File: src/rtl/spu_nearest_point_if.sv
// Query/candidate/result bundle for the nearest-point unit.
// The master drives the query and the candidate stream; the slave returns the distances and the result.
interface spu_nearest_point_if #(
    parameter int unsigned COORD_W = 8,
    parameter int unsigned IDX_W   = 8
);
    localparam int unsigned DIST_W = 2 * COORD_W + 1;

    logic [1:0]         mode;
    logic               q_load;
    logic [COORD_W-1:0] q_x;
    logic [COORD_W-1:0] q_y;
    logic               pt_valid;
    logic               pt_ready;
    logic [COORD_W-1:0] pt_x;
    logic [COORD_W-1:0] pt_y;
    logic               pt_last;
    logic               dist_valid;
    logic [DIST_W-1:0]  dist_out;
    logic [IDX_W-1:0]   dist_idx;
    logic               res_valid;
    logic [DIST_W-1:0]  res_dist;
    logic [IDX_W-1:0]   res_idx;
    logic               busy;

    modport master (
        output mode, q_load, q_x, q_y, pt_valid, pt_x, pt_y, pt_last,
        input  pt_ready, dist_valid, dist_out, dist_idx,
               res_valid, res_dist, res_idx, busy
    );

    modport slave (
        input  mode, q_load, q_x, q_y, pt_valid, pt_x, pt_y, pt_last,
        output pt_ready, dist_valid, dist_out, dist_idx,
               res_valid, res_dist, res_idx, busy
    );
endinterface

File: src/rtl/spu_nearest_point.sv
// Streams candidate points against a latched query point and reports each candidate's distance.
// At the end of the stream it reports the minimum distance and the index of that candidate.
module spu_nearest_point #(
    parameter int unsigned COORD_W = 8,
    parameter int unsigned IDX_W   = 8
) (
    input logic                 clk,
    input logic                 rst_n,
    spu_nearest_point_if.slave  bus
);
    localparam int unsigned DIST_W = 2 * COORD_W + 1;

    typedef enum logic [1:0] {S_IDLE, S_RUN, S_DRAIN, S_DONE} state_t;

    state_t             r_state;
    state_t             w_state_nxt;

    logic [1:0]         r_mode;
    logic [COORD_W-1:0] r_qx;
    logic [COORD_W-1:0] r_qy;
    logic [IDX_W-1:0]   r_idx;

    logic               r_s1_valid;
    logic [COORD_W-1:0] r_s1_dx;
    logic [COORD_W-1:0] r_s1_dy;
    logic [IDX_W-1:0]   r_s1_idx;

    logic [DIST_W-1:0]  r_best_dist;
    logic [IDX_W-1:0]   r_best_idx;

    logic               r_pt_ready;
    logic               r_busy;
    logic               r_dist_valid;
    logic [DIST_W-1:0]  r_dist_out;
    logic [IDX_W-1:0]   r_dist_idx;
    logic               r_res_valid;
    logic [DIST_W-1:0]  r_res_dist;
    logic [IDX_W-1:0]   r_res_idx;

    logic               w_hs;
    logic               w_load;
    logic [COORD_W-1:0] w_dx;
    logic [COORD_W-1:0] w_dy;
    logic [DIST_W-1:0]  w_dx_e;
    logic [DIST_W-1:0]  w_dy_e;
    logic [DIST_W-1:0]  w_dist;
    logic               w_better;
    logic [DIST_W-1:0]  w_best_dist_nxt;
    logic [IDX_W-1:0]   w_best_idx_nxt;

    // r_pt_ready is high exactly while the FSM sits in RUN
    assign w_hs   = bus.pt_valid & r_pt_ready;
    assign w_load = bus.q_load & (r_state == S_IDLE);

    assign w_dx = (bus.pt_x >= r_qx) ? (bus.pt_x - r_qx) : (r_qx - bus.pt_x);
    assign w_dy = (bus.pt_y >= r_qy) ? (bus.pt_y - r_qy) : (r_qy - bus.pt_y);

    assign w_dx_e = DIST_W'(r_s1_dx);
    assign w_dy_e = DIST_W'(r_s1_dy);

    // Metric selection; the unused encoding falls back to Manhattan
    always_comb begin
        w_dist = w_dx_e + w_dy_e;
        case (r_mode)
            2'b01:   w_dist = (w_dx_e >= w_dy_e) ? w_dx_e : w_dy_e;
            2'b10:   w_dist = (w_dx_e * w_dx_e) + (w_dy_e * w_dy_e);
            default: w_dist = w_dx_e + w_dy_e;
        endcase
    end

    // Strict compare keeps the earliest index on ties
    assign w_better        = r_s1_valid && (w_dist < r_best_dist);
    assign w_best_dist_nxt = w_better ? w_dist : r_best_dist;
    assign w_best_idx_nxt  = w_better ? r_s1_idx : r_best_idx;

    always_ff @(posedge clk or negedge rst_n) begin
        if (!rst_n) begin
            r_state <= S_IDLE;
        end else begin
            r_state <= w_state_nxt;
        end
    end

    always_comb begin
        w_state_nxt = r_state;
        case (r_state)
            S_IDLE:  if (w_load) w_state_nxt = S_RUN;
            S_RUN:   if (w_hs && bus.pt_last) w_state_nxt = S_DRAIN;
            S_DRAIN: w_state_nxt = S_DONE;
            S_DONE:  w_state_nxt = S_IDLE;
            default: w_state_nxt = S_IDLE;
        endcase
    end

    always_ff @(posedge clk or negedge rst_n) begin
        if (!rst_n) begin
            r_mode       <= 2'b00;
            r_qx         <= '0;
            r_qy         <= '0;
            r_idx        <= '0;
            r_s1_valid   <= 1'b0;
            r_s1_dx      <= '0;
            r_s1_dy      <= '0;
            r_s1_idx     <= '0;
            r_best_dist  <= '1;
            r_best_idx   <= '0;
            r_pt_ready   <= 1'b0;
            r_busy       <= 1'b0;
            r_dist_valid <= 1'b0;
            r_dist_out   <= '0;
            r_dist_idx   <= '0;
            r_res_valid  <= 1'b0;
            r_res_dist   <= '0;
            r_res_idx    <= '0;
        end else begin
            r_pt_ready  <= (w_state_nxt == S_RUN);
            r_busy      <= (w_state_nxt != S_IDLE);
            r_res_valid <= (w_state_nxt == S_DONE);

            // Stage 1: absolute coordinate differences
            r_s1_valid <= w_hs;
            if (w_hs) begin
                r_s1_dx  <= w_dx;
                r_s1_dy  <= w_dy;
                r_s1_idx <= r_idx;
                r_idx    <= r_idx + IDX_W'(1);
            end

            // Stage 2: distance output and running minimum
            r_dist_valid <= r_s1_valid;
            if (r_s1_valid) begin
                r_dist_out <= w_dist;
                r_dist_idx <= r_s1_idx;
            end

            if (w_load) begin
                r_mode      <= bus.mode;
                r_qx        <= bus.q_x;
                r_qy        <= bus.q_y;
                r_idx       <= '0;
                r_best_dist <= '1;
                r_best_idx  <= '0;
                r_res_dist  <= '0;
                r_res_idx   <= '0;
            end else begin
                r_best_dist <= w_best_dist_nxt;
                r_best_idx  <= w_best_idx_nxt;
            end

            // The last candidate is in stage 2 during DRAIN, so fold it into the result here
            if (r_state == S_DRAIN) begin
                r_res_dist <= w_best_dist_nxt;
                r_res_idx  <= w_best_idx_nxt;
            end
        end
    end

    assign bus.pt_ready   = r_pt_ready;
    assign bus.busy       = r_busy;
    assign bus.dist_valid = r_dist_valid;
    assign bus.dist_out   = r_dist_out;
    assign bus.dist_idx   = r_dist_idx;
    assign bus.res_valid  = r_res_valid;
    assign bus.res_dist   = r_res_dist;
    assign bus.res_idx    = r_res_idx;
endmodule
File: src/flat_wrapper.sv
// flat-port wrapper written by rule: the top's interface ports become plain ports
module spu_nearest_point_flat 
#(
    parameter int unsigned COORD_W = 8,
    parameter int unsigned IDX_W   = 8
)
  (clk, rst_n, bus_mode, bus_q_load, bus_q_x, bus_q_y, bus_pt_valid, bus_pt_x, bus_pt_y, bus_pt_last, bus_pt_ready, bus_dist_valid, bus_dist_out, bus_dist_idx, bus_res_valid, bus_res_dist, bus_res_idx, bus_busy);
  spu_nearest_point_if #(.COORD_W(COORD_W), .IDX_W(IDX_W)) bus_i ();
  input logic clk;
  input logic rst_n;
  input wire logic [$bits(bus_i.mode)-1:0] bus_mode;
  input wire logic [$bits(bus_i.q_load)-1:0] bus_q_load;
  input wire logic [$bits(bus_i.q_x)-1:0] bus_q_x;
  input wire logic [$bits(bus_i.q_y)-1:0] bus_q_y;
  input wire logic [$bits(bus_i.pt_valid)-1:0] bus_pt_valid;
  input wire logic [$bits(bus_i.pt_x)-1:0] bus_pt_x;
  input wire logic [$bits(bus_i.pt_y)-1:0] bus_pt_y;
  input wire logic [$bits(bus_i.pt_last)-1:0] bus_pt_last;
  output wire logic [$bits(bus_i.pt_ready)-1:0] bus_pt_ready;
  output wire logic [$bits(bus_i.dist_valid)-1:0] bus_dist_valid;
  output wire logic [$bits(bus_i.dist_out)-1:0] bus_dist_out;
  output wire logic [$bits(bus_i.dist_idx)-1:0] bus_dist_idx;
  output wire logic [$bits(bus_i.res_valid)-1:0] bus_res_valid;
  output wire logic [$bits(bus_i.res_dist)-1:0] bus_res_dist;
  output wire logic [$bits(bus_i.res_idx)-1:0] bus_res_idx;
  output wire logic [$bits(bus_i.busy)-1:0] bus_busy;
  assign bus_i.mode = bus_mode;
  assign bus_i.q_load = bus_q_load;
  assign bus_i.q_x = bus_q_x;
  assign bus_i.q_y = bus_q_y;
  assign bus_i.pt_valid = bus_pt_valid;
  assign bus_i.pt_x = bus_pt_x;
  assign bus_i.pt_y = bus_pt_y;
  assign bus_i.pt_last = bus_pt_last;
  assign bus_pt_ready = bus_i.pt_ready;
  assign bus_dist_valid = bus_i.dist_valid;
  assign bus_dist_out = bus_i.dist_out;
  assign bus_dist_idx = bus_i.dist_idx;
  assign bus_res_valid = bus_i.res_valid;
  assign bus_res_dist = bus_i.res_dist;
  assign bus_res_idx = bus_i.res_idx;
  assign bus_busy = bus_i.busy;
  spu_nearest_point #(.COORD_W(COORD_W), .IDX_W(IDX_W)) u_core (.clk(clk), .rst_n(rst_n), .bus(bus_i));
endmodule
File: config.mk
export PLATFORM = sky130hd
export DESIGN_NAME = spu_nearest_point_flat
export DESIGN_NICKNAME = d
export VERILOG_FILES = /design/src/rtl/spu_nearest_point_if.sv /design/src/rtl/spu_nearest_point.sv /design/src/flat_wrapper.sv
export SDC_FILE = /design/constraint.sdc
export NUM_CORES = 1
export LEC_CHECK = 0
export CAP_MARGIN = 5
export CORE_MARGIN = 1
export CORE_UTILIZATION = 55
export CTS_CLUSTER_SIZE = 20
export DETAILED_ROUTE_END_ITERATION = 10
export GPL_ROUTABILITY_DRIVEN = 0
export PLACE_DENSITY = 0.76
export SETUP_SLACK_MARGIN = 0.5
export SKIP_CTS_REPAIR_TIMING = 1
export SLEW_MARGIN = 20
export SYNTH_ARGS = -nofsm -noshare
export SYNTH_HDL_FRONTEND = slang
export SYNTH_SLANG_ARGS = --single-unit
File: constraint.sdc
create_clock -name clk -period 8.25 [get_ports clk]
set_clock_uncertainty 0.2 [all_clocks]
set_input_delay 0.825 -clock clk [delete_from_list [all_inputs] [get_ports clk]]
set_output_delay 0.825 -clock clk [all_outputs]
set_load 0.005 [all_outputs]
# [Word-level counts from Yosys, hierarchy flattened]
# Index checks and enable logic that the tools add are counted.
# Widths: inputs -> output; s select.
[word_totals] regBits=132 input_bits=39 elab_cells=64
[op_classes] n_addsub=7 n_mul=2 magnitude_cmp=4 eq_ne=7 muxes=17 bitwise=2 n_reduce_logical=6
[ops] op="$mux 8" count=9
[ops] op="$mux 17" count=4
[ops] op="$pmux 17 s2" count=1
[ops] op="$mul 8x8->16" count=2
[ops] op="$sub 8x8->8" count=4
[ops] op="$ge 8x8->1" count=3
[ops] op="$add 17x17->17" count=1
[ops] op="$lt 17x17->1" count=1
[ops] op="$add 8x8->9" count=1
[ops] op="$add 8x1->8 const B" count=1
[ops] op="$eq 2x2->1 const B" count=4
[ops] op="$pmux 2 s4" count=1
[ops] op="$eq 2x1->1 const B" count=3
[ops] op="$reduce_bool 2->1" count=3
[ops] op="$mux 2" count=2
[ops] op="$and 1x1->1" count=2
[ops] op="$logic_and 1x1->1" count=2
[ops] op="$logic_not 2->1" count=1

# [Longest topological paths before layout]
# Gate-level depths: netlist of the first run.
[logic_depth] word_depth=7 depth_mapped=34 mapped_depth_nobuf=32

# [Worst setup path after synthesis of the first run]
# No wires, ideal clock.
[synth_path] path_type="register to register" start="register u_core.r_s1_dy[1]" end="register u_core.r_res_dist[10] (netlist: u_core.bus.res_dist[10])" t_arrival_ns=6.727 setup_slack_ns=1.191 stages_incl_launch_ff=33 n_path_buf=2 period_less_slack_ns=7.059 cell_sequence="dfrtp_1 clkinv_1 nor2_1 fa_1 xor2_1 xnor2_1 fa_1 inv_1 fa_1 inv_1 ha_1 inv_1 o21ai_0 a21o_1 a21oi_1 o21bai_1 xor2_1 ha_1 nand3_1 nor2_1 a21o_1 o41ai_1 xor2_1 nor2_1 ha_1 nand4_1 nor2_1 a211o_1 a211o_1 buf_6 buf_6 mux2i_1 o21ai_1"
[synth_between] elab_chain_len=7 word_cells_on_any_way=10 classes_between="add/sub: 2; mul: 1; order compare: 2; mux: 4; reduce/logical: 1"
[synth_lines] item="start, declared" line="spu_nearest_point.sv:25" rtl="logic [COORD_W-1:0] r_s1_dy;"
[synth_lines] item="start signal, assigned" line="spu_nearest_point.sv:124" rtl="r_s1_dy <= w_dy;"
[synth_lines] item="$mul 8x8->16" line="spu_nearest_point.sv:66" rtl="2'b10: w_dist = (w_dx_e * w_dx_e) + (w_dy_e * w_dy_e);"
[synth_lines] item="$add 17x17->17" line="spu_nearest_point.sv:66"
[synth_lines] item="$pmux 17 s2" line="spu_nearest_point.sv:64" rtl="case (r_mode)"
[synth_lines] item="named net u_core.w_dist[14]" line="spu_nearest_point.sv:46" rtl="logic [DIST_W-1:0] w_dist;"
[synth_lines] item="$lt 17x17->1" line="spu_nearest_point.sv:72" rtl="assign w_better = r_s1_valid && (w_dist < r_best_dist);"
[synth_lines] item="$logic_and 1x1->1" line="spu_nearest_point.sv:72"
[synth_lines] item="$mux 17" line="spu_nearest_point.sv:73" rtl="assign w_best_dist_nxt = w_better ? w_dist : r_best_dist;"
[synth_lines] item="$mux 17" line="spu_nearest_point.sv:151" rtl="if (r_state == S_DRAIN) begin"
[synth_lines] item="end signal, assigned" line="spu_nearest_point.sv:152" rtl="r_res_dist <= w_best_dist_nxt;"
[synth_lines] item="end, declared" line="spu_nearest_point.sv:37" rtl="logic [DIST_W-1:0] r_res_dist;"
# The timed path passes the listed nets, and every way through them passes these cells.
# A chain may end at the register's enable or synchronous reset.

# [Worst setup path in the final report of the first run]
[layout_path] start="register u_core.r_s1_dx[0]" end="register u_core.r_res_dist[16] (netlist: u_core.bus.res_dist[16])"
[layout_between] elab_chain_len=7 word_cells_on_any_way=10 classes_between="add/sub: 2; mul: 1; order compare: 2; mux: 4; reduce/logical: 1"
[layout_lines] item="start, declared" line="spu_nearest_point.sv:24" rtl="logic [COORD_W-1:0] r_s1_dx;"
[layout_lines] item="start signal, assigned" line="spu_nearest_point.sv:123" rtl="r_s1_dx <= w_dx;"
[layout_lines] item="$mul 8x8->16" line="spu_nearest_point.sv:66"
[layout_lines] item="$add 17x17->17" line="spu_nearest_point.sv:66"
[layout_lines] item="$pmux 17 s2" line="spu_nearest_point.sv:64"
[layout_lines] item="named net u_core.w_dist[15]" line="spu_nearest_point.sv:46"
[layout_lines] item="$lt 17x17->1" line="spu_nearest_point.sv:72"
[layout_lines] item="$logic_and 1x1->1" line="spu_nearest_point.sv:72"
[layout_lines] item="$mux 17" line="spu_nearest_point.sv:73"
[layout_lines] item="$mux 17" line="spu_nearest_point.sv:151"
# The timed path passes the listed nets, and every way through them passes these cells.

==> out/qor.txt, run 1 <==
slowest CP cell = dfrtp_1
CP max FO = 13
# IOs = 93
Mapped Cells = 1228
crit path kind = register to register
synth top area cells = dfrtp_1 26%, ha_1 15%, fa_1 10%
ys async rst share = 100%
Tightest Hold Check Type = input pin to asynchronous set/reset pin
Worst R2R Start = u_core.r_s1_dx[0]$_DFFE_PN0P_
Root Driver = clkbuf_16
CP Data Required Time = 8.32 ns
unrepaired setup endpoints after global routing = false
Cell Rows = 51
Post-synth EDFFs = 0
dominant synthesized flop cell = dfrtp_1
Routed WL = 25.5 mm
critical path data arrival time = 7.46 ns
initial drt markers = 453
synthesized area per cell = 9.15 sq um
placed insts = 1563
Via Count = 8787
#FFs+latches synth = 132
share of cells above drive strength 1 = 9.83%
Setup crit end kind = register
Final Hold Viols = 0
detailed placement HPWL = 19.5 mm
initial antenna violation count = 0
Clock Latency Late Sink = 0.42 ns
largest net degree at the start of global routing = 79
Synth top cells by count = 154 x inv_1, 149 x nand2_1, 138 x ha_1
Diodes inserted = 0
r2r setup slk = 0.86 ns
drt via density = 5.50
Core Region = 19700 sq um
worst-margin pin slew = 0.741 ns
top cell type's share of synthesized area = 25.6%
Final Max Tran Viols = 0
Setup-failing EPs final = 0
DRC = 0
final net count = 1552
drt pass-1 iters = 5
Top Metal Used = met4
DR WL met2 = 12.0 mm
Max-cap violations = 0
period utilization = 89.6%
initial core utilization = 57.0%
Setup TNS Final = 0 ns
most frequent cell after synthesis = inv_1
GRT overflow = 0
Startpoint Class = register
status = completed
sequential area share after synthesis = 29.6%
reg2reg end = u_core.bus.res_dist[16]$_DFFE_PN0P_
Mapped Area = 11200 sq um
CTS Buf Count = 17
vias in the first global route = 8784
FILL cells = 1573
Total GRT Usage = 25.3%
H-tree Lvls = 4
area grow syn2layout = 17.1%
die width = 145 um
die area = 21000 sq um
fin cells = 1597
number of library cell types mapped by synthesis = 62
Util after Layout = 66.7%
die height = 145 um
crit path time final = 7.39 ns
first-pass GRT wire length = 43.1 mm
per-cell routed wire length = 16.0 um
input/output buffers = 92
area leader, netlist = dfrtp_1
ANT nets after route = 0
Max-Slew Margin vs Limit = 50.6%
met3 WL = 1.20 mm
clock sinks = 132
CTS tree = done
hold slack = 0.236 ns
Syn. warnings = 0
deepest clock path buffer count = 2
clock slew at reported path FFs = 0.06 ns
WL met1 = 11.6 mm
cell mode on critical path = ha_1
achievable frequency = 135 MHz
Worst path max stage delay = 0.53 ns
Worst Reg2Reg Path Length in Cells = 31
## how the worst max path moves through the flow
stage	startpoint	endpoint	slack, ns	cells past startpoint
finish	u_core.r_s1_dx[0]$_DFFE_PN0P_	u_core.bus.res_dist[16]$_DFFE_PN0P_	0.86	31
global route	u_core.r_s1_dy[1]$_DFFE_PN0P_	u_core.bus.res_idx[3]$_DFFE_PN0P_	0.46	28
CTS	u_core.r_s1_dy[1]$_DFFE_PN0P_	u_core.bus.res_dist[16]$_DFFE_PN0P_	0.51	31
detailed placement	u_core.r_s1_dy[1]$_DFFE_PN0P_	u_core.bus.res_idx[3]$_DFFE_PN0P_	0.55	31
global placement	u_core.r_s1_dy[5]$_DFFE_PN0P_	u_core.bus.res_dist[12]$_DFFE_PN0P_	0.75	27
floorplan	u_core.r_s1_dy[1]$_DFFE_PN0P_	u_core.bus.res_dist[10]$_DFFE_PN0P_	1.19	32
## routing by layer
layer	vias to the layer above	global-route usage [%]
met1	4210	33.8
met3	43	4.03
met5	-	0
met2	231	41.6
met4	0	8.78
li1	4303	-
## final cells by class
class | count | area, sq um | share of cell area [%]
clock buffer | 20 | 457 | 3.47
sequential | 132 | 3330 | 25.3
tap | 265 | 332 | 2.52
clock inverter | 12 | 189 | 1.44
multi-input combinational | 905 | 7210 | 54.8
inverter | 156 | 593 | 4.51
timing repair buffer | 107 | 1040 | 7.92
## critical path, delay by kind of cell (launching register included)
kind                     cells  cell delay (ns)
AO/OA/AOI/OAI               10             1.92
XOR/XNOR                     1             0.13
adder cells (fa/ha/maj)      7             2.62
buffers and inverters        4             0.44
flip-flops                   1             0.53
multiplexers                 2             0.59
AND/OR/NAND/NOR              7             0.82
## layout by cell type (no fill, tap or decap), drive strengths merged, types with 10 or more instances in the layout
cell           synthesis  final
nor2b                 10     10
xor2                  21     21
mux2i                 40     40
nand3                 18     18
inv                  154    160
nand2b                14     14
mux2                  27     27
ha                   138    138
nor3                  14     14
dfstp                 17     17
a21oi                 52     52
a21o                  17     17
xnor2                 39     39
fa                    56     56
nand2                149    149
and2                  31     31
dfrtp                115    115
buf                    9     16
o211ai                11     11
nor2                  74     74
o21ai                 96     96
clkdlybuf4s50          0     91
clkbuf                27     20
## through the flow
step | worst slack, ns | instance area (sq um)
3_3_place_gp | 0.755 | 12400
5_1_grt | 0.465 | 13200
2_1_floorplan | 1.19 | 11200
3_5_place_dp | 0.552 | 12400
4_1_cts | 0.510 | 13100
6_report | 0.855 | 13200
## cells by family (layout without fill, tap and decap cells)
group,Yosys count,after routing,synth area share [%]
AND/OR/NAND/NOR,339,339,13.7
AO/OA/AOI/OAI,243,243,13.6
adder cells (fa/ha/maj),194,194,25.3
buffers and inverters,192,295,6.76
flip-flops,132,132,29.6
multiplexers,67,67,6.27
XOR/XNOR,60,60,4.68
other,1,2,0.0334
Power of run 1 is left out: the tool's default activity adds up to more than one toggle a clock period on the data nets, which glitch-free logic cannot reach.
==> run 2: changes to the inputs <==
--- a/config.mk
+++ b/config.mk
@@ -18,3 +18,4 @@
 export SYNTH_ARGS = -nofsm -noshare
 export SYNTH_HDL_FRONTEND = slang
 export SYNTH_SLANG_ARGS = --single-unit
+export TNS_END_PERCENT = 1
==> results of run 2 <==
The final DEF is identical to that of run 1; final timing and power are the same.
Power of run 2 is left out for the same reason.
